--- config.mk ---
export PLATFORM = sky130hd
export DESIGN_NAME = acs_array
export DESIGN_NICKNAME = d
export VERILOG_FILES = /design/src/rtl/viterbi_pkg.sv /design/src/rtl/acs_cell.sv /design/src/rtl/acs_array.sv
export SDC_FILE = /design/constraint.sdc
export NUM_CORES = 1
export LEC_CHECK = 0
export ABC_AREA = 1
export CORE_ASPECT_RATIO = 1.4
export CORE_MARGIN = 2
export CORE_UTILIZATION = 58
export DETAILED_ROUTE_END_ITERATION = 10
export PLACE_DENSITY = 0.9
export SLEW_MARGIN = 20
export SYNTH_ARGS = -nofsm -noshare
export SYNTH_HDL_FRONTEND = slang
export SYNTH_SLANG_ARGS = --single-unit
export TNS_END_PERCENT = 1
--- constraint.sdc ---
create_clock -name clk -period 8.8 [get_ports clk]
set_input_delay 1.76 -clock clk [delete_from_list [all_inputs] [get_ports clk]]
set_output_delay 1.76 -clock clk [all_outputs]
set_load 0.01 [all_outputs]
--- src/rtl/viterbi_pkg.sv ---
// Shared Viterbi helpers: code-bit parity, expected branch pair and metric widths.
// Reused by the ACS array and the traceback block.
package viterbi_pkg;

    localparam int unsigned MAX_K       = 7;
    localparam int unsigned BM_W        = 2;
    // Headroom bit on a candidate so a carry past PM_W can be detected and clamped.
    localparam int unsigned SAT_GUARD_W = 1;

    function automatic logic parity(input logic [MAX_K-1:0] v);
        return ^v;
    endfunction

    function automatic logic [1:0] exp_pair(input logic [MAX_K-1:0] w,
                                            input logic [MAX_K-1:0] g0,
                                            input logic [MAX_K-1:0] g1);
        return {parity(w & g1), parity(w & g0)};
    endfunction

    function automatic logic [BM_W-1:0] hamming2(input logic [1:0] a, input logic [1:0] b);
        logic [1:0] d;
        d = a ^ b;
        return {1'b0, d[0]} + {1'b0, d[1]};
    endfunction

endpackage

--- src/rtl/acs_cell.sv ---
// Compare-select for one trellis state: lower candidate wins, ties go to the p0 branch.
module acs_cell #(
    parameter int unsigned PM_W = 6
) (
    input  logic [PM_W-1:0] cand0,
    input  logic [PM_W-1:0] cand1,
    output logic [PM_W-1:0] surv,
    output logic            dec
);

    always_comb begin
        dec  = (cand1 < cand0);
        surv = dec ? cand1 : cand0;
    end

endmodule

--- src/rtl/acs_array.sv ---
// Add-compare-select array for a rate-1/2 hard-decision Viterbi decoder with
// per-step metric normalisation, frame counting and a one-deep output register.
module acs_array
    import viterbi_pkg::*;
#(
    parameter int unsigned K         = 3,
    parameter int unsigned G0        = 'o7,
    parameter int unsigned G1        = 'o5,
    parameter int unsigned PM_W      = 6,
    parameter int unsigned FRAME_LEN = 8
) (
    input  logic                    clk,
    input  logic                    rst,
    input  logic                    clr,
    input  logic                    in_valid,
    output logic                    in_ready,
    input  logic [1:0]              rx_sym,
    output logic                    dec_valid,
    input  logic                    dec_ready,
    output logic [(1<<(K-1))-1:0]   dec_vec,
    output logic                    frame_end,
    output logic [K-2:0]            best_state
);

    localparam int unsigned N_ST  = 1 << (K-1);
    localparam int unsigned CNT_W = $clog2(FRAME_LEN);
    localparam logic [MAX_K-1:0] G0_V = MAX_K'(G0);
    localparam logic [MAX_K-1:0] G1_V = MAX_K'(G1);
    localparam logic [PM_W-1:0]  PM_INIT = {1'b1, {(PM_W-1){1'b0}}};

    function automatic logic [PM_W-1:0] sat_add(input logic [PM_W-1:0] a,
                                                input logic [BM_W-1:0] b);
        logic [PM_W+SAT_GUARD_W-1:0] sum;
        sum = {{SAT_GUARD_W{1'b0}}, a} + {{(PM_W+SAT_GUARD_W-BM_W){1'b0}}, b};
        return sum[PM_W] ? '1 : sum[PM_W-1:0];
    endfunction

    function automatic logic [PM_W-1:0] init_pm(input int unsigned s);
        return (s == 0) ? '0 : PM_INIT;
    endfunction

    logic [PM_W-1:0] pm_q [N_ST];
    logic [PM_W-1:0] pm_d [N_ST];
    logic [PM_W-1:0] surv [N_ST];
    logic [N_ST-1:0] dec_w;
    logic [PM_W-1:0] min_v;
    logic [K-2:0]    best_sel;
    logic            found;

    logic [CNT_W-1:0] cnt_q, cnt_d;
    logic             dec_valid_q, dec_valid_d;
    logic [N_ST-1:0]  dec_vec_q, dec_vec_d;
    logic             frame_end_q, frame_end_d;
    logic [K-2:0]     best_q, best_d;
    logic             accept, last;

    assign in_ready   = !dec_valid_q | dec_ready;
    assign accept     = in_valid & in_ready;
    assign dec_valid  = dec_valid_q;
    assign dec_vec    = dec_vec_q;
    assign frame_end  = frame_end_q;
    assign best_state = best_q;

    for (genvar s = 0; s < N_ST; s++) begin : g_acs
        localparam int unsigned P0 = s >> 1;
        localparam int unsigned P1 = P0 | (N_ST / 2);
        localparam logic [MAX_K-1:0] W0 = MAX_K'((P0 << 1) | (s & 1));
        localparam logic [MAX_K-1:0] W1 = MAX_K'((P1 << 1) | (s & 1));
        logic [PM_W-1:0] cand0, cand1;

        always_comb begin
            cand0 = sat_add(pm_q[P0], hamming2(rx_sym, exp_pair(W0, G0_V, G1_V)));
            cand1 = sat_add(pm_q[P1], hamming2(rx_sym, exp_pair(W1, G0_V, G1_V)));
        end

        acs_cell #(.PM_W(PM_W)) u_cell (
            .cand0 (cand0),
            .cand1 (cand1),
            .surv  (surv[s]),
            .dec   (dec_w[s])
        );
    end

    always_comb begin
        min_v = surv[0];
        for (int unsigned s = 1; s < N_ST; s++) begin
            if (surv[s] < min_v) min_v = surv[s];
        end
        best_sel = '0;
        found    = 1'b0;
        for (int unsigned s = 0; s < N_ST; s++) begin
            if (!found && surv[s] == min_v) begin
                best_sel = (K-1)'(s);
                found    = 1'b1;
            end
        end
    end

    always_comb begin
        pm_d        = pm_q;
        cnt_d       = cnt_q;
        dec_valid_d = dec_valid_q;
        dec_vec_d   = dec_vec_q;
        frame_end_d = frame_end_q;
        best_d      = best_q;
        last        = (cnt_q == CNT_W'(FRAME_LEN - 1));
        if (clr) begin
            for (int unsigned s = 0; s < N_ST; s++) pm_d[s] = init_pm(s);
            cnt_d       = '0;
            dec_valid_d = 1'b0;
        end else if (accept) begin
            dec_valid_d = 1'b1;
            dec_vec_d   = dec_w;
            frame_end_d = last;
            best_d      = best_sel;
            cnt_d       = last ? '0 : cnt_q + 1'b1;
            // Re-seeding on the closing step lets the next frame start from init metrics.
            for (int unsigned s = 0; s < N_ST; s++) begin
                pm_d[s] = last ? init_pm(s) : surv[s] - min_v;
            end
        end else if (dec_ready) begin
            dec_valid_d = 1'b0;
        end
    end

    always_ff @(posedge clk) begin
        if (rst) begin
            for (int unsigned s = 0; s < N_ST; s++) pm_q[s] <= init_pm(s);
            cnt_q       <= '0;
            dec_valid_q <= 1'b0;
            dec_vec_q   <= '0;
            frame_end_q <= 1'b0;
            best_q      <= '0;
        end else begin
            pm_q        <= pm_d;
            cnt_q       <= cnt_d;
            dec_valid_q <= dec_valid_d;
            dec_vec_q   <= dec_vec_d;
            frame_end_q <= frame_end_d;
            best_q      <= best_d;
        end
    end

endmodule

# Word-level counts from Yosys, hierarchy flattened
# Cells that the tools add are included.
# Widths: inputs -> output; s select.
[word_totals]
elab_cells = 82
output_inout_bits = 9
reg_bits = 35
in_bits = 7
[classes]
reduce_logical = 10
bitwise_logic = 6
n_mux = 28
addsub = 17
n_eq_ne = 5
order_cmp = 7
[ops]
columns = ["operator", "count"]
rows = [
  ["$mux 6", 19],
  ["$add 6x2->7", 8],
  ["$lt 6x6->1", 7],
  ["$eq 6x6->1", 4],
  ["$sub 6x6->6", 4],
  ["$add 1x1->2", 4],
  ["$mux 1", 6],
  ["$logic_not 1->1", 4],
  ["$mux 2", 2],
  ["$add 3x1->3 const B", 1],
  ["$eq 3x3->1 const B", 1],
  ["$logic_and 1x1->1", 3],
  ["$mux 3", 1],
  ["$not 1->1", 3],
  ["$not 2->2", 1],
  ["$reduce_and 2->1", 1],
  ["$reduce_bool 2->1", 1],
  ["$reduce_or 2->1", 1],
  ["$and 1x1->1", 1],
  ["$or 1x1->1", 1],
]

# Depth between registers and ports, before layout
[logic_depth]
ltp_word = 23
ltp_mapped = 57
mapped_depth_nobuf = 55

# By module
# From an unflattened synthesis, not the netlist that was laid out.
[unflattened]
cells_unflattened = 918
area_unflattened_um2 = 5373.9
[modules_own_cells]
columns = ["module", "cells_per_inst", "area_each_um2", "seq_area_each_um2", "n_inst"]
rows = [
  ["acs_array", 730, 4352.9, 700.7, 1],
  ["acs_cell", 47, 255.2, 0.0, 4],
]

# Worst setup path before layout
# Ideal clock, no wire load.
[synth_timing]
path_kind = "input to register"
startpoint = "input port rx_sym[0]"
endpoint = "register pm_q[22] (netlist bit)"
arrival_time_ns = 8.256
path_stages = 48
path_buffers = 3
required_ns = 8.733
setup_ns = 0.067
setup_slack_ns = 0.477
path_cell_list = "inv_1 -> ha_1 -> ha_1 -> nand3_1 -> nand2_1 -> nand2_1 -> or2_2 -> nand3_1 -> ha_1 -> a21oi_1 -> a21boi_1 -> nand3_2 -> nand2_4 -> nand2_1 -> o21ai_0 -> inv_1 -> ha_1 -> nand2_1 -> (+12 left out) -> buf_6 -> o21a_1 -> inv_1 -> ha_1 -> nand2_1 -> nor2_2 -> nand3_4 -> nand3_4 -> buf_6 -> o21ai_0 -> ha_1 -> fa_1 -> or2_1 -> nand2_1 -> nand2_1 -> nand2_1 -> nand3_1 -> a21oi_2"
[synth_via]
elab_chain_cells = 14
elab_cells_between_ends = 38
cone_classes = "13 x add/sub; 7 x order compare; 16 x mux; 2 x bitwise"
[synth_rtl]
columns = ["element", "line", "text"]
rows = [
  ["start: declaration", "acs_array.sv:17", "input logic [1:0] rx_sym,"],
  ["$not 2->2 (no source line)", "-", ""],
  ["$add 1x1->2", "viterbi_pkg.sv:23", "return {1'b0, d[0]} + {1'b0, d[1]};"],
  ["$add 6x2->7", "acs_array.sv:34", "sum = {{SAT_GUARD_W{1'b0}}, a} + {{(PM_W+SAT_GUARD_W-BM_W){1'b0}}, b};"],
  ["$mux 6", "acs_array.sv:35", "return sum[PM_W] ? '1 : sum[PM_W-1:0];"],
  ["$lt 6x6->1", "acs_cell.sv:12", "dec = (cand1 < cand0);"],
  ["$mux 6", "acs_cell.sv:13", "surv = dec ? cand1 : cand0;"],
  ["$lt 6x6->1", "acs_array.sv:87", "if (surv[s] < min_v) min_v = surv[s];"],
  ["$mux 6", "acs_array.sv:87", ""],
  ["$lt 6x6->1", "acs_array.sv:87", ""],
  ["$mux 6", "acs_array.sv:87", ""],
  ["$lt 6x6->1", "acs_array.sv:87", ""],
  ["$mux 6", "acs_array.sv:87", ""],
  ["$sub 6x6->6 (*)", "acs_array.sv:119", "pm_d[s] = last ? init_pm(s) : surv[s] - min_v;"],
  ["$mux 6 (*)", "acs_array.sv:119", ""],
  ["end signal: assignment", "acs_array.sv:135", "pm_q <= pm_d;"],
  ["end: declaration", "acs_array.sv:42", "logic [PM_W-1:0] pm_q [N_ST];"],
]
# Every way passes the cells marked *; elsewhere a longest branch is shown, timed or not.
# A chain may end at the register's enable or synchronous reset.

# Worst setup path after layout
[layout_timing]
startpoint = "input port rx_sym[0]"
endpoint = "register pm_q[5] (netlist bit)"
# The elaborated chain is that of the path after synthesis.

==> flow_results.xml <==
<?xml version="1.0" encoding="UTF-8"?>
<metrics>
  <group name="min_path">
    <metric name="hold_path_class" unit="">register to register</metric>
    <metric name="hold_end" unit="">best_state[1]</metric>
    <metric name="min_delay_path_depth" unit="">2</metric>
    <metric name="worst_hold_startpoint" unit="">best_state[1]</metric>
  </group>
  <group name="synth">
    <metric name="post_synth_inst_count" unit="">919</metric>
    <metric name="post_synth_instance_area" unit="um2">5320</metric>
    <metric name="synth.top_cell.area_share" unit="%">20.0</metric>
    <metric name="synth_largest_area_cell" unit="">sky130_fd_sc_hd__nand2_1</metric>
    <metric name="share_of_the_yosys_chip_area_belonging_to_registers" unit="%">13.2</metric>
    <metric name="yosys_reg_bits" unit="">35</metric>
    <metric name="synth_cell_type_count" unit="">40</metric>
    <metric name="netlist_top_cells_area" unit="">sky130_fd_sc_hd__nand2_1, sky130_fd_sc_hd__dfxtp_1, sky130_fd_sc_hd__ha_1</metric>
    <metric name="syn_nets" unit="">985</metric>
    <metric name="syn_warnings" unit="">0</metric>
    <metric name="syn-mean-instance-area" unit="um2">5.78</metric>
  </group>
  <group name="critical_path">
    <metric name="worst-r2r-setup-slack" unit="ns">2.22</metric>
    <metric name="worst-endpoint-required" unit="ns">8.97</metric>
    <metric name="cpMostUsedCell" unit="">sky130_fd_sc_hd__nand2_1</metric>
    <metric name="worst-setup-path-type" unit="">primary input to register</metric>
    <metric name="rr_endpoint" unit="">pm_q[5]</metric>
    <metric name="startpoint_type" unit="">primary input</metric>
    <metric name="critical-path-slowest-cell" unit="">sky130_fd_sc_hd__clkdlybuf4s50_1</metric>
    <metric name="timing.critical_path.fanout_max" unit="">11</metric>
    <metric name="worst-r2r-cell-count" unit="">46</metric>
    <metric name="worstPathArrival" unit="ns">8.70</metric>
    <metric name="setup.worst_path.end_class" unit="">register</metric>
    <metric name="max_stage_delay" unit="ns">0.48</metric>
    <metric name="startpoint_of_the_worst_slack_reg_to_reg_timing_path" unit="">pm_q[20]</metric>
  </group>
  <group name="drt">
    <metric name="dr.first_iter.drc_count" unit="">552</metric>
    <metric name="drc" unit="">0</metric>
    <metric name="count_of_tritonroute_iterations_in_the_first_routing_pass" unit="">6</metric>
    <metric name="route.antenna.remaining_nets" unit="">0</metric>
    <metric name="drt-total-wl" unit="um">16200</metric>
    <metric name="via_per_inst" unit="">5.69</metric>
    <metric name="vias" unit="">6136</metric>
    <metric name="wl_per_cell" unit="um">15.1</metric>
  </group>
  <group name="sta">
    <metric name="max_freq" unit="MHz">117</metric>
    <metric name="final_worst_hold_slack" unit="ns">0.465</metric>
    <metric name="rsz0062_at_grt" unit="">yes</metric>
    <metric name="finalMaxSlewViolations" unit="">0</metric>
    <metric name="fin_crit" unit="ns">8.54</metric>
    <metric name="clock-skew-final" unit="ns">0.00597</metric>
    <metric name="layout_worst_path_cycle_share" unit="%">97.0</metric>
    <metric name="setup_viol_count_final" unit="">0</metric>
    <metric name="worst_slew_pin_slew" unit="ns">1.03</metric>
    <metric name="timing.max_slew.rel_slack" unit="%">31.0</metric>
    <metric name="final-hold-violation-count" unit="">0</metric>
  </group>
  <group name="floorplanning">
    <metric name="core" unit="um2">8980</metric>
    <metric name="die-width" unit="um">84.9</metric>
    <metric name="floorplan.die_area" unit="um2">9960</metric>
    <metric name="dieHeight" unit="um">117</metric>
    <metric name="initial_core_utilization" unit="%">59.2</metric>
    <metric name="ioPinCount" unit="">16</metric>
    <metric name="fp_rows" unit="">41</metric>
  </group>
  <group name="finish">
    <metric name="most_frequent_cells_in_the_layout" unit="">sky130_fd_sc_hd__nand2_1, sky130_fd_sc_hd__inv_1, sky130_fd_sc_hd__nand3_1, sky130_fd_sc_hd__nor2_1, sky130_fd_sc_hd__a21oi_1</metric>
    <metric name="finalNonFillerCells" unit="">1078</metric>
    <metric name="post_route_cells_drive_above_1_share" unit="%">16.0</metric>
    <metric name="final_nets" unit="">1037</metric>
    <metric name="num_antenna_cells" unit="">0</metric>
    <metric name="layout_commonest_cell" unit="">sky130_fd_sc_hd__nand2_1</metric>
    <metric name="flow.area_growth_from_synthesis" unit="%">14.6</metric>
  </group>
  <group name="clock_network">
    <metric name="tritoncts_num_sinks" unit="">35</metric>
    <metric name="clock_tree.root_cell" unit="">sky130_fd_sc_hd__clkbuf_16</metric>
    <metric name="clock_buffers_created_by_tritoncts" unit="">5</metric>
    <metric name="h-tree-depth" unit="">2</metric>
    <metric name="cts.reportedPaths.clkPinSlew" unit="ns">0.05</metric>
    <metric name="clock_latency" unit="ns">0.28</metric>
    <metric name="tritoncts_clock_tree" unit="">done</metric>
    <metric name="ctsHoldBuffers" unit="">0</metric>
    <metric name="clockBufferDepth" unit="">2</metric>
  </group>
  <group name="place">
    <metric name="dp_hpwl" unit="um">12900</metric>
    <metric name="gp_congestion" unit="">1.03</metric>
    <metric name="placement.io_buffers" unit="">15</metric>
    <metric name="place.detailed.instances" unit="">1061</metric>
  </group>
  <group name="global_routing">
    <metric name="grt_remaining_overflow" unit="">0</metric>
    <metric name="grt_pass1_vias" unit="">5510</metric>
    <metric name="maximum_number_of_pins_on_one_net_before_global_route_repair" unit="">31</metric>
    <metric name="antenna_violations_before_repair" unit="">0</metric>
    <metric name="grt_first_pass_wirelength" unit="um">25000</metric>
    <metric name="groute.usage.overall" unit="%">31.4</metric>
  </group>
  <group name="run">
    <metric name="maxCapViolCount" unit="">0</metric>
  </group>
  <group name="outcome">
    <metric name="outcome" unit="">finished clean</metric>
  </group>
</metrics>
## per-stage QoR
step           worst slack [ns]  cell area (um2)  util [%]  TNS [ns]
5_1_grt                  -0.238             6090      67.9     -1.76
4_1_cts                  0.0377             5900      65.8         0
3_3_place_gp            -0.0432             5760      64.2   -0.0483
3_5_place_dp             -0.260             5760      64.2     -2.01
2_1_floorplan             0.477             5320         -         0
6_report                  0.265             6090      67.9         0
## area by class of cell
type	count	area, um2
clock buffers	5	125
clock inverters	2	13.8
flip-flops and latches	35	701
fillers	812	2890
well taps	107	134
inverters	144	541
multi-input cells	729	4120
repair buffers	56	458
## synth_stat cells, drive strengths merged
cell / number
nand2: 318
inv: 143
nand3: 112
nor2: 77
a21oi: 60
ha: 54
o21ai: 53
dfxtp: 35
or2: 12
clkbuf: 7
nand4: 7
o21a: 7
buf: 5
fa: 5
nand3b: 5
nor3: 3
o21bai: 3
xor2: 3
a21boi: 2
a31oi: 2
o22ai: 2
a21o: 1
a22oi: 1
clkinv: 1
xnor2: 1
## how the worst max path moves through the flow
| stage | to | start | slack, ns |
|---|---|---|---|
| after floorplan | pm_q[22] | rx_sym[0] | 0.48 |
| after global placement | best_state[1] | rx_sym[1] | -0.04 |
| after detailed placement | best_state[1] | rx_sym[0] | -0.26 |
| after CTS | best_state[1] | rx_sym[0] | 0.04 |
| after global routing | pm_q[16] | rx_sym[1] | -0.24 |
| final | pm_q[5] | rx_sym[0] | 0.26 |
## metal layers
metal	GRT usage (%)	vias to the layer above	part of all wire, %
met4	20.3	0	7.6
met3	3.58	77	4.7
li1	-	3055	-
met2	60.9	245	51
met5	0	-	0
met1	31.5	2759	37
## kinds of logic (layout without fill, tap and decap cells)
logic type               Yosys count  after routing  share of synthesized area (%)
AND/OR/NAND/NOR                  534            535                           46.5
adder cells (fa/ha/maj)           59             59                           14.6
AO/OA/AOI/OAI                    131            131                           13.4
flip-flops                        35             35                           13.2
buffers and inverters            156            207                           11.6
XOR/XNOR                           4              4                          0.659
## critical path, delay by kind of cell
family | cells | cell delay [ns]
compound gates | 8 | 1.29
fa+ha+maj | 7 | 1.88
buf+inv | 7 | 0.95
simple gates | 28 | 2.78
## what timing repair did
item | in CTS | in global routing
cloned | 0 | 1
endpoints found under the setup margin | 1 | 26
resized for setup | 2 | 32
pin swaps | 0 | 11
setup buffers | 0 | 9
## registers in the layout, indices dropped and copies added, names as in the netlist
name,flops
pm_q,24
frame_end,1
cnt_q,3
dec_vec,4
dec_valid,1
best_state,2
Power is not shown: default switching activity piles up to over one toggle a cycle in this logic, so the estimate is an artifact.
